### config.mk
export PLATFORM = sky130hd
export DESIGN_NAME = ef_sms_tree8
export DESIGN_NICKNAME = d
export VERILOG_FILES = /design/src/rtl/ef_sms_pkg.sv /design/src/rtl/ef_sms_sb.sv /design/src/rtl/ef_sms_tree8.sv
export SDC_FILE = /design/constraint.sdc
export NUM_CORES = 1
export LEC_CHECK = 0
export ABC_AREA = 1
export CORE_ASPECT_RATIO = 0.6
export CORE_MARGIN = 4
export CORE_UTILIZATION = 50
export CTS_BUF_LIST = sky130_fd_sc_hd__clkbuf_4 sky130_fd_sc_hd__clkbuf_8
export CTS_CLUSTER_SIZE = 30
export DETAILED_ROUTE_END_ITERATION = 10
export PLACE_DENSITY_LB_ADDON = 0.2
export SLEW_MARGIN = 30
export SYNTH_ARGS = -nofsm -noshare
export SYNTH_HDL_FRONTEND = slang
export SYNTH_SLANG_ARGS = --single-unit
### constraint.sdc
create_clock -name i_clk -period 3.7 [get_ports i_clk]
set_input_delay 1.11 -clock i_clk [delete_from_list [all_inputs] [get_ports i_clk]]
set_output_delay 1.11 -clock i_clk [all_outputs]
set_load 0.02 [all_outputs]
### src/rtl/ef_sms_pkg.sv
// Shared types and constants for the ef_sms_tree8 mismatch-shaping selector.
// Optional feature macro used by the block: SMS_DITHER_EN.
package ef_sms_pkg;

  // Tree geometry: eight unit elements driven by seven switching blocks.
  localparam int N_ELEM = 8;
  localparam int N_SB   = 7;
  localparam int CODE_W = 4;

  // Largest legal element count; anything above is clipped to this.
  localparam logic [CODE_W-1:0] CODE_MAX = 4'd8;

  // Switching-block state: accumulated imbalance between its two halves.
  typedef logic signed [1:0] sb_state_t;

  localparam sb_state_t SB_ZERO = 2'sb00;
  localparam sb_state_t SB_POS  = 2'sb01;
  localparam sb_state_t SB_NEG  = 2'sb11;

  // Direction of the odd leftover element in one switching block.
  typedef enum logic [1:0] {
    STEP_NONE = 2'b00,  // even count, split evenly
    STEP_UP   = 2'b01,  // leftover goes to the top (higher-index) half
    STEP_DOWN = 2'b10   // leftover goes to the bottom half
  } sb_step_e;

  // State after applying one step; the encoding 2'b10 is never reached
  // normally and is steered back to zero.
  function automatic sb_state_t sb_apply(input sb_state_t st, input sb_step_e step);
    sb_state_t nxt;
    nxt = SB_ZERO;
    if (st == 2'sb10) begin
      nxt = SB_ZERO;
    end else begin
      case (step)
        STEP_UP:   nxt = (st == SB_NEG) ? SB_ZERO : SB_POS;
        STEP_DOWN: nxt = (st == SB_POS) ? SB_ZERO : SB_NEG;
        STEP_NONE: nxt = st;
        default:   nxt = SB_ZERO;
      endcase
    end
    return nxt;
  endfunction

  // Saturate an incoming code to the number of elements.
  function automatic logic [CODE_W-1:0] clip_code(input logic [CODE_W-1:0] code);
    logic [CODE_W-1:0] res;
    if (code > CODE_MAX) begin
      res = CODE_MAX;
    end else begin
      res = code;
    end
    return res;
  endfunction

endpackage

### src/rtl/ef_sms_sb.sv
// One switching block of the mismatch-shaping tree: splits a count into a
// top and bottom half, steering an odd leftover so its own imbalance stays
// in {-1,0,+1}. With SMS_DITHER_EN the zero-state choice follows i_r.
module ef_sms_sb
  import ef_sms_pkg::*;
#(
  parameter int W = 4
) (
  input  logic         i_clk,
  input  logic         i_rst_b,
  input  logic         i_en,
  input  logic [W-1:0] i_c,
  input  logic         i_r,
  output logic [W-2:0] o_top,
  output logic [W-2:0] o_bot
);

  sb_state_t  st_q;
  sb_state_t  st_d;
  sb_step_e   step_s;
  sb_step_e   zero_step_s;
  logic       odd_s;
  logic [W-2:0] half_s;
  logic [W-2:0] half_up_s;

  assign odd_s     = i_c[0];
  assign half_s    = i_c[W-1:1];
  assign half_up_s = half_s + (W-1)'(1);

`ifdef SMS_DITHER_EN
  // Random tie-break at zero state breaks up idle tones.
  assign zero_step_s = i_r ? STEP_UP : STEP_DOWN;
`else
  // Deterministic tie-break: leftover goes to the top half.
  assign zero_step_s = STEP_UP;
  logic unused_r;
  assign unused_r = i_r;
`endif

  // Pick where the odd leftover goes based on the current imbalance.
  always_comb begin
    step_s = STEP_NONE;
    if (!odd_s) begin
      step_s = STEP_NONE;
    end else begin
      case (st_q)
        SB_POS:  step_s = STEP_DOWN;
        SB_NEG:  step_s = STEP_UP;
        SB_ZERO: step_s = zero_step_s;
        default: step_s = STEP_NONE;
      endcase
    end
  end

  // Split the count: the half receiving the leftover gets one more.
  always_comb begin
    o_top = half_s;
    o_bot = half_s;
    case (step_s)
      STEP_UP: begin
        o_top = half_up_s;
        o_bot = half_s;
      end
      STEP_DOWN: begin
        o_top = half_s;
        o_bot = half_up_s;
      end
      default: begin
        o_top = half_s;
        o_bot = half_s;
      end
    endcase
  end

  // Next imbalance, held when the update enable is low.
  always_comb begin
    st_d = st_q;
    if (i_en) begin
      st_d = sb_apply(st_q, step_s);
    end else begin
      st_d = st_q;
    end
  end

  // Imbalance state register.
  always_ff @(posedge i_clk or negedge i_rst_b) begin
    if (!i_rst_b) begin
      st_q <= SB_ZERO;
    end else begin
      st_q <= st_d;
    end
  end

endmodule

### src/rtl/ef_sms_tree8.sv
// Mismatch-shaping element selector for an 8-element DAC segment: a
// three-layer binary tree of switching blocks turns a count 0..8 into eight
// registered element enables with first-order shaped mismatch error.
// Optional feature macro: SMS_DITHER_EN (random zero-state tie-break).
module ef_sms_tree8
  import ef_sms_pkg::*;
(
  input  logic              i_clk,
  input  logic              i_rst_b,
  input  logic              i_en,
  input  logic [CODE_W-1:0] i_code,
  input  logic [N_SB:0]     i_r,
  output logic [N_ELEM-1:0] o_elem,
  output logic              o_clip
);

  logic [CODE_W-1:0] code_c_s;
  logic              over_s;
  logic [2:0]        sb0_top_s;
  logic [2:0]        sb0_bot_s;
  logic [1:0]        sb1_top_s;
  logic [1:0]        sb1_bot_s;
  logic [1:0]        sb2_top_s;
  logic [1:0]        sb2_bot_s;
  logic [N_ELEM-1:0] tree_elem_s;

  logic [N_ELEM-1:0] elem_q;
  logic [N_ELEM-1:0] elem_d;
  logic              clip_q;
  logic              clip_d;

  // The LFSR provides eight bits but only seven blocks consume one.
  logic unused_r7;
  assign unused_r7 = i_r[N_SB];

  assign over_s   = (i_code > CODE_MAX);
  assign code_c_s = clip_code(i_code);

  // Layer 0: whole code split into upper and lower nibble of elements.
  ef_sms_sb #(.W(4)) u_sb0 (
    .i_clk(i_clk), .i_rst_b(i_rst_b), .i_en(i_en),
    .i_c(code_c_s), .i_r(i_r[0]),
    .o_top(sb0_top_s), .o_bot(sb0_bot_s)
  );

  // Layer 1: each nibble split into element pairs.
  ef_sms_sb #(.W(3)) u_sb1 (
    .i_clk(i_clk), .i_rst_b(i_rst_b), .i_en(i_en),
    .i_c(sb0_top_s), .i_r(i_r[1]),
    .o_top(sb1_top_s), .o_bot(sb1_bot_s)
  );

  ef_sms_sb #(.W(3)) u_sb2 (
    .i_clk(i_clk), .i_rst_b(i_rst_b), .i_en(i_en),
    .i_c(sb0_bot_s), .i_r(i_r[2]),
    .o_top(sb2_top_s), .o_bot(sb2_bot_s)
  );

  // Layer 2: each pair split into single elements.
  ef_sms_sb #(.W(2)) u_sb3 (
    .i_clk(i_clk), .i_rst_b(i_rst_b), .i_en(i_en),
    .i_c(sb1_top_s), .i_r(i_r[3]),
    .o_top(tree_elem_s[7:7]), .o_bot(tree_elem_s[6:6])
  );

  ef_sms_sb #(.W(2)) u_sb4 (
    .i_clk(i_clk), .i_rst_b(i_rst_b), .i_en(i_en),
    .i_c(sb1_bot_s), .i_r(i_r[4]),
    .o_top(tree_elem_s[5:5]), .o_bot(tree_elem_s[4:4])
  );

  ef_sms_sb #(.W(2)) u_sb5 (
    .i_clk(i_clk), .i_rst_b(i_rst_b), .i_en(i_en),
    .i_c(sb2_top_s), .i_r(i_r[5]),
    .o_top(tree_elem_s[3:3]), .o_bot(tree_elem_s[2:2])
  );

  ef_sms_sb #(.W(2)) u_sb6 (
    .i_clk(i_clk), .i_rst_b(i_rst_b), .i_en(i_en),
    .i_c(sb2_bot_s), .i_r(i_r[6]),
    .o_top(tree_elem_s[1:1]), .o_bot(tree_elem_s[0:0])
  );

  // Next output and sticky clip flag; everything holds while disabled.
  always_comb begin
    elem_d = elem_q;
    clip_d = clip_q;
    if (i_en) begin
      elem_d = tree_elem_s;
      clip_d = clip_q | over_s;
    end else begin
      elem_d = elem_q;
      clip_d = clip_q;
    end
  end

  // Output and clip registers.
  always_ff @(posedge i_clk or negedge i_rst_b) begin
    if (!i_rst_b) begin
      elem_q <= 8'h00;
      clip_q <= 1'b0;
    end else begin
      elem_q <= elem_d;
      clip_q <= clip_d;
    end
  end

  assign o_elem = elem_q;
  assign o_clip = clip_q;

endmodule

==> results of run 1 <==
[power by group through the flow]
stage,registers (mW),clock network (mW),logic [mW]
after floorplan,0.390,0,0.374
after global placement,0.363,0,0.632
after detailed placement,0.366,0,0.647
after CTS,0.362,0.169,0.652
after global routing,0.371,0.181,0.772
final,0.362,0.160,0.676
[sequential cells by signal (all words and copies together), names as in the netlist]
| signal | count |
|---|---|
| u_sb4.st_q | 2 |
| u_sb0.st_q | 2 |
| u_sb3.st_q | 2 |
| o_elem | 8 |
| u_sb6.st_q | 2 |
| o_clip | 1 |
| u_sb2.st_q | 2 |
| u_sb5.st_q | 2 |
| u_sb1.st_q | 2 |
[stage by stage]
step	hold slack [ns]	worst slack (ns)	power (mW)
2_1_floorplan	0.562	0.410	0.763
3_3_place_gp	0.463	-0.103	0.995
3_5_place_dp	0.463	-0.244	1.01
4_1_cts	0.487	0.0595	1.18
5_1_grt	0.504	-0.0106	1.32
6_report	0.477	0.213	1.20
[worst max-delay path, stage by stage]
cell and delay [ns]:
clkdlybuf4s50_1 0.53, nand3_2 0.12, inv_1 0.07, ha_1 0.17, xor2_1 0.14, inv_1 0.07, nand2_1 0.10, inv_1 0.05
ha_1 0.26, xor2_2 0.21, nand2_1 0.09, buf_4 0.14, inv_1 0.05, ha_1 0.17, inv_1 0.06, o22ai_1 0.17
inv_1 0.06, o22ai_1 0.10
[cell families after synthesis]
kind of cell               count (synthesis)  share of synthesized area
and+or+nand+nor                          114                      0.242
buffers and inverters                     65                      0.112
DFF                                       23                      0.258
AOI/OAI and AO/OA                         30                     0.0831
adders and majority gates                 50                      0.281
xor gates and xnor gates                   6                     0.0236
[per-layer routing]
layer / part of all wire / GRT usage
met1: 0.53 / 0.271
met2: 0.41 / 0.286
met3: 0.052 / 0.0503
met4: 0.0069 / 0.0350
met5: 0 / 0
[what timing repair did]
| item | CTS | global route |
|---|---|---|
| setup buffers | 0 | 0 |
| endpoints found under the setup margin | 0 | 6 |
| gates resized for setup | 0 | 10 |
[worst paths after layout]
path	slack [ns]	start	end	cells after the start
max	0.21	i_code[0]	u_sb5.st_q[0]	18
min	0.48	o_clip	o_clip	1
max reg2reg	0.85	u_sb0.st_q[0]	u_sb5.st_q[0]	18
min reg2reg	0.48	o_clip	o_clip	1
max in group asynchronous	2.28	i_rst_b	u_sb3.st_q[1]	2
min in group asynchronous	1.19	i_rst_b	o_elem[1]	2
[cell usage in the layout (no fill, tap or decap), types with 3 or more instances in the layout]
| master | synthesis | routed |
|---|---|---|
| nand2_2 | 8 | 8 |
| nand3_2 | 2 | 4 |
| clkbuf_8 | 0 | 3 |
| dfrtp_1 | 23 | 23 |
| o22ai_1 | 9 | 9 |
| clkdlybuf4s50_1 | 0 | 15 |
| nand3_1 | 44 | 42 |
| xor2_1 | 6 | 3 |
| o21ai_0 | 7 | 7 |
| buf_4 | 1 | 26 |
| a21oi_1 | 7 | 4 |
| ha_1 | 50 | 50 |
| nand2_1 | 50 | 50 |
| xor2_2 | 0 | 3 |
| nor2_1 | 4 | 4 |
| a21oi_2 | 0 | 3 |
| inv_1 | 60 | 60 |
| inv_2 | 3 | 3 |
[layout make-up]
cell class	count	area, um2
tap	60	75.1
inverter	63	236
sequential	23	576
clock buffer	3	41.3
multi-input combinational	200	1460
timing repair buffer	41	345
clock inverter	1	5.00
fill	376	1470
==> run metrics, run 1 <==
switching share of power=0.423; DPL Wire Length=a little under 4000 um; clock latency on the worst-skew pair=approximately 0.27 ns; Yosys top cell area share=0.281; Synth area leaders=ha_1, dfrtp_1, inv_1; TritonCTS Buffers=3; Clock Pin Slew Worst Setup and Hold Paths=0.09 ns; Int Power=691 uW; Core Area=~4200 um2; antenna cells=0; Flop pwr share=0.302; CTS tree=done; switching power=507 uW; Detailed Routing Iterations Pass 1=4; maximum clock frequency=~290 MHz; leading area contributor after synthesis=ha_1; largest net degree at the start of global routing=24; # setup viols final=0; first-pass GRT wire length=8290 um; Most used DFF post-synth=dfrtp_1; Rel. slew slack=0.739; GRT Residual Overflow=0; 1st-iter DRT viols=97; wire length per cell=about 12 um; max_cap viols=0; post-synthesis register bit count=23; Final #Nets=just under 400; DRC viols=0; crit-path max FO=4; clock skew=just over 0.006 ns; crit path DAT=around 3.7 ns; Post-Place Cells=387; maximum root-to-sink buffer count=2; Global Route Usage Sum=0.188; synth unique cells=23; CTS H-tree depth=1; crit path launch type=primary input; Placer Congestion=approximately 0.8; vias in the first global route=about 1.9k; register area share after synthesis=0.258; post-placement cell area=2640 um2; fraction of layout cells with a size suffix above 1=0.166; CTS Hold Buffers Added=0; DR vias=1,906; power share of the clock group=0.133; Final Hold Vio Count=0; number of synthesized flops with an enable pin=0; Starting Density=0.529; post-route ant nets=0; Syn-to-layout area delta=23.0%; Synth Instances=288; final WL=4660 um; Post-Syn Area=2230 um2; fin crit share=0.943; Cell Rows=18; critical path type=in -> reg; count leader, synth=inv_1; PwrDens=437 nW/um2; Die Ht=59.7 um; Post-Route Setup TNS=0 ns; asr flop ratio synth=1.00; worst-case vdd ir drop=0.000237 V; design area=~2700 um2; Die ar.=about 5600 um2; Vias/cell=4.87; Finished Core Util=0.651; Req. time, crit path=~4 ns; Combinational Power Share=0.564; Net Count, Synth=353; Worst-Margin Slew=between 0.3 and 0.4 ns; average size of a mapped cell=7.73 um2; DIE WIDTH=about 94 um; # IOs=24; CTS Sinks=23; initial antenna violation count=0; Leakage Power=1.46 nW; Setup crit end kind=flop; outcome=complete, no violations; Post-synth top cells=inv_1, ha_1, nand2_1; root buf cell=clkbuf_8; Yosys Warn Count=0; Buffers on Ports=15; Final min period=3.49 ns; min-delay worst type=reg -> reg; Slew Viols, Final=0; non-filler instance count after layout=between 300 and 400
Note: power is estimated with default switching activity, not from simulation.
==> run 2, diff against run 1 <==
--- a/config.mk
+++ b/config.mk
@@ -12,7 +12,7 @@
 export CTS_BUF_LIST = sky130_fd_sc_hd__clkbuf_4 sky130_fd_sc_hd__clkbuf_8
 export CTS_CLUSTER_SIZE = 30
 export DETAILED_ROUTE_END_ITERATION = 10
-export PLACE_DENSITY_LB_ADDON = 0.2
+export PLACE_DENSITY = 0.73
 export SLEW_MARGIN = 30
 export SYNTH_ARGS = -nofsm -noshare
 export SYNTH_HDL_FRONTEND = slang
==> run metrics, run 2 (synthesis gave the netlist of run 1 again) <==
Final #Nets=398; CTS Sinks=23; CTS Hold Buffers Added=0; Final Hold Slack=0.486 ns; Global Route Usage Sum=0.184; Vias/cell=4.88; DIE WIDTH=approximately 94 um; antenna cells=0; worst reg2reg path depth=16; CTS H-tree depth=1; Leakage Power=1.46 nW; Syn-to-layout area delta=23.1%; outcome=complete, no violations; max_cap viols=0; most frequent cells in the layout=inv_1, nand2_1, ha_1; Post-Place Cells=388; Starting Density=0.529; WHS Path Cells=2; # IOs=24; Final min period=around 3.5 ns; Die Ht=59.7 um; clock latency on the worst-skew pair=0.26 ns; wire length per cell=11.9 um; crit path launch type=primary input; crit path DAT=3.66 ns; Detailed Routing Iterations Pass 1=4; Die ar.=between 5000 and 6000 um2; 1st-iter DRT viols=81; post-route setup slack=0.209 ns; fin crit share=0.944; root buf cell=clkbuf_8; largest net degree at the start of global routing=24; DRC viols=0; maximum clock frequency=286 MHz; initial antenna violation count=0; DPL Wire Length=3780 um; Req. time, crit path=3.87 ns; Slew Viols, Final=0; PwrDens=439 nW/um2; DP Worst Slack=-0.209 ns; TritonCTS Buffers=3; Setup Fix Bufs, Post-CTS=0; Clock Pin Slew Worst Setup and Hold Paths=0.08 ns; Buffers on Ports=15; Setup crit end kind=flop; Cell Rows=18; DR vias=~1.9k; max reg flops=8; most common cell after layout, fill and taps aside=inv_1; worst-case vdd ir drop=~0.00017 V; final WL=around 4700 um; Final Hold Vio Count=0; crit-path max FO=3; first-pass GRT wire length=around 8000 um; non-filler instance count after layout=392; Pwr Total=1.20 mW; critical path type=in -> reg; # setup viols final=0; Placer Congestion=0.842; Post-Route Setup TNS=0 ns; GRT Residual Overflow=0; Rel. slew slack=0.725; CTS tree=done; Worst-Margin Slew=a little over 0.4 ns; min-delay worst type=reg -> reg; Core Area=4210 um2; post-route ant nets=0; maximum root-to-sink buffer count=2; vias in the first global route=between 1.5k and 2k; clock skew=a little over 0.002 ns; fraction of layout cells with a size suffix above 1=0.169
==> run 2: layout make-up <==
type | count | area, um2
Fill cell | 364 | 1470
Multi-Input combinational cell | 200 | 1460
Sequential cell | 23 | 576
Timing Repair Buffer | 42 | 353
Inverter | 63 | 236
Tap cell | 60 | 75.1
Clock buffer | 3 | 41.3
Clock inverter | 1 | 5.00
==> run 2: power breakdown <==
group          total (mW)  internal [mW]  switching (mW)
logic               0.682          0.307           0.375
clock network       0.159         0.0752          0.0838
registers           0.363          0.310          0.0529
==> run 2: final timing paths <==
path / from / end / slack, ns
min in group asynchronous: i_rst_b / o_elem[2] / 1.19
max in group asynchronous: i_rst_b / u_sb3.st_q[1] / 2.27
setup / recovery: i_code[3] / u_sb3.st_q[1] / 0.21
setup reg to reg: u_sb0.st_q[0] / u_sb3.st_q[1] / 0.79
hold / removal: o_elem[5] / o_elem[5] / 0.49
hold reg to reg: o_elem[5] / o_elem[5] / 0.49
==> run 2: repair_timing <==
action,4_1_cts,5_1_grt
endpoints found under the hold margin,0,0
gates resized for setup,0,10
endpoints found under the setup margin,0,6
==> run 2: routing by layer <==
metal  GRT usage  wire [um]
met1       0.285       2610
met2       0.274       1850
met5           0          0
met4      0.0185         14
met3      0.0340        202
==> run 2: worst max-delay path: stages <==
cell             delay, ns
clkdlybuf4s50_1       0.49
inv_2                 0.05
nand3_1               0.11
inv_1                 0.06
ha_1                  0.22
xor2_1                0.15
inv_1                 0.07
nand2_1               0.10
inv_1                 0.05
ha_1                  0.21
xor2_1                0.17
nand2_1               0.10
ha_1                  0.22
a21oi_2               0.19
nand3_2               0.11
o32ai_2               0.24
==> run 2: metrics by stage <==
| stage | cell area, um2 | utilization |
|---|---|---|
| 6_report | 2740 | 0.651 |
| 5_1_grt | 2740 | 0.651 |
| 4_1_cts | 2690 | 0.638 |
| 3_5_place_dp | 2640 | 0.627 |
| 3_3_place_gp | 2640 | 0.627 |
| 2_1_floorplan | 2230 | - |
==> run 3, diff against run 2 <==
--- a/config.mk
+++ b/config.mk
@@ -6,10 +6,12 @@
 export NUM_CORES = 1
 export LEC_CHECK = 0
 export ABC_AREA = 1
+export CAP_MARGIN = 20
 export CORE_ASPECT_RATIO = 0.6
 export CORE_MARGIN = 4
 export CORE_UTILIZATION = 50
 export CTS_BUF_LIST = sky130_fd_sc_hd__clkbuf_4 sky130_fd_sc_hd__clkbuf_8
+export CTS_CLUSTER_DIAMETER = 120
 export CTS_CLUSTER_SIZE = 30
 export DETAILED_ROUTE_END_ITERATION = 10
 export PLACE_DENSITY = 0.73
==> constraint.sdc (replaced) <==
create_clock -name i_clk -period 3.8 [get_ports i_clk]
set_input_delay 1.14 -clock i_clk [delete_from_list [all_inputs] [get_ports i_clk]]
set_output_delay 1.14 -clock i_clk [all_outputs]
set_load 0.02 [all_outputs]
==> run metrics, run 3 (synthesis gave the netlist of run 1 again) <==
crit path DAT=about 3.7 ns; outcome=complete, no violations; fin crit share=0.935; Worst Path Buf+Inv=9; root buf cell=clkbuf_8; worst-case vdd ir drop=approximately 0.00022 V; Setup Fix Bufs, Post-CTS=0; most common cell after layout, fill and taps aside=inv_1; CP most frequent cell=inv_1; DR vias=1,938; largest net degree at the start of global routing=24; slowest CP cell=clkdlybuf4s50_1; max reg flops=8; maximum root-to-sink buffer count=2; Die Ht=59.7 um; most frequent cells in the layout=inv_1, nand2_1, ha_1; DPL Wire Length=3850 um; Global Route Usage Sum=0.187; clock skew=approximately 0.0061 ns; Worst-Margin Slew=0.395 ns; Setup crit start=i_code[3]; routed length on met1=2490 um; delay-heaviest family, CP=buffers and inverters; RSZ-0062 raised after global routing=no; Syn-to-layout area delta=20.4%; min-delay worst type=reg -> reg; 1st-iter DRT viols=96; critical path type=in -> reg; crit path launch type=primary input; Rel. slew slack=0.736; worst path cell trace=clkdlybuf4s50_1 -> inv_2 -> nand3_1 -> inv_1 -> ha_1 -> xor2_1 -> inv_1 -> nand2_1 -> inv_1 -> ha_1 -> xor2_2 -> nand2_1 -> buf_4 -> inv_1 -> ha_1 -> inv_1 -> o22ai_1 -> inv_1 -> o22ai_1; GRT Residual Overflow=0; CTS H-tree depth=1; clock latency on the worst-skew pair=approximately 0.27 ns; DRC viols=0; Final #Nets=393; post-route ant nets=0; maximum clock frequency=about 280 MHz; Vias/cell=5.01; crit-path max cell delay=just under 0.5 ns; met2 routed WL=1940 um; Final Hold Vio Count=0; first-pass GRT wire length=~8400 um; Post-Place Cells=383; final WL=around 4700 um; TritonCTS Buffers=3; non-filler instance count after layout=387; Leakage Power=1.44 nW; Placer Congestion=between 0.8 and 0.9; DIE WIDTH=roughly 94 um; antenna cells=0; Detailed Routing Iterations Pass 1=4; Cell Rows=18; Core Area=around 4200 um2; Starting Density=0.529; PwrDens=430 nW/um2; vias in the first global route=1,835; fraction of layout cells with a size suffix above 1=0.141; Slew Viols, Final=0; Clock Pin Slew Worst Setup and Hold Paths=0.09 ns; highest metal used=met4; # IOs=24; crit-path max FO=4; CTS Hold Buffers Added=0; Setup crit end kind=flop; CTS Sinks=23; Req. time, crit path=3.99 ns; initial antenna violation count=0; worst hold start=o_elem[1]; Buffers on Ports=15; PostCTS Resize Cnt=0; Final min period=3.55 ns; DR WL met3=240 um; max_cap viols=0; worst r2r src=u_sb0.st_q[0]; Die ar.=5620 um2; CTS tree=done; wire length per cell=about 12 um; # setup viols final=0; Finished Core Util=0.637
[run 3: cell types whose count changed in the layout (fill, tap and decap cells not counted)]
cell | before | now
nand3_1 | 43 | 44
buf_4 | 27 | 22
xor2_1 | 4 | 5
a21oi_1 | 3 | 5
nand3_2 | 3 | 2
ha_1 | 49 | 50
xor2_2 | 2 | 1
a21oi_2 | 4 | 2
ha_2 | 1 | 0
[run 3: stage by stage]
step	hold WS [ns]	TNS (ns)	setup slack (ns)	instance area [um2]	total power, mW
final	0.483	0	0.248	2680	1.15
after global routing	0.520	0	0.000548	2680	1.28
after CTS	0.490	0	0.168	2650	1.14
after detailed placement	0.466	-0.238	-0.111	2610	0.983
after global placement	0.463	-0.0874	-0.0451	2610	0.961
after floorplan	0.562	0	0.480	2230	0.743
[run 3: routing by layer]
metal | track usage | vias up
met5 | 0 | -
met4 | 0.0226 | 0
met3 | 0.0365 | 6
met2 | 0.283 | 47
met1 | 0.285 | 884
li1 | - | 1001
[run 3: final cells by class]
cell class              instances  area (um2)
repair buffers                 37         315
clock inverters                 1        5.00
flip-flops and latches         23         576
clock buffers                   3        41.3
inverters                      63         236
fillers                       381        1530
multi-input cells             200        1430
well taps                      60        75.1
[run 3: worst paths after layout]
kind	endpoint	slack (ns)	cells after the start
max	u_sb5.st_q[0]	0.25	19
max reg2reg	u_sb3.st_q[0]	0.88	17
max in group asynchronous	u_sb3.st_q[1]	2.33	2
min reg2reg	o_elem[1]	0.48	2
min	o_elem[1]	0.48	2
min in group asynchronous	o_elem[3]	1.22	2
[run 3: worst register-to-register path: stages (launching register included)]
cell and delay [ns]:
dfrtp_1 0.41, inv_1 0.08, ha_1 0.29, nand3_1 0.13, inv_1 0.06, ha_1 0.21
xor2_1 0.15, inv_1 0.06, nand2_1 0.11, inv_1 0.06, ha_1 0.21, xor2_1 0.19
nand2_1 0.09, ha_1 0.20, a21oi_1 0.19, nand3_1 0.14, buf_4 0.16, o22ai_1 0.12
[run 3: report_power, final]
| group | switching [mW] | leakage (nW) | internal (mW) |
|---|---|---|---|
| combinational | 0.357 | 1.11 | 0.288 |
| sequential | 0.0498 | 0.299 | 0.301 |
| clock | 0.0833 | 0.0255 | 0.0733 |
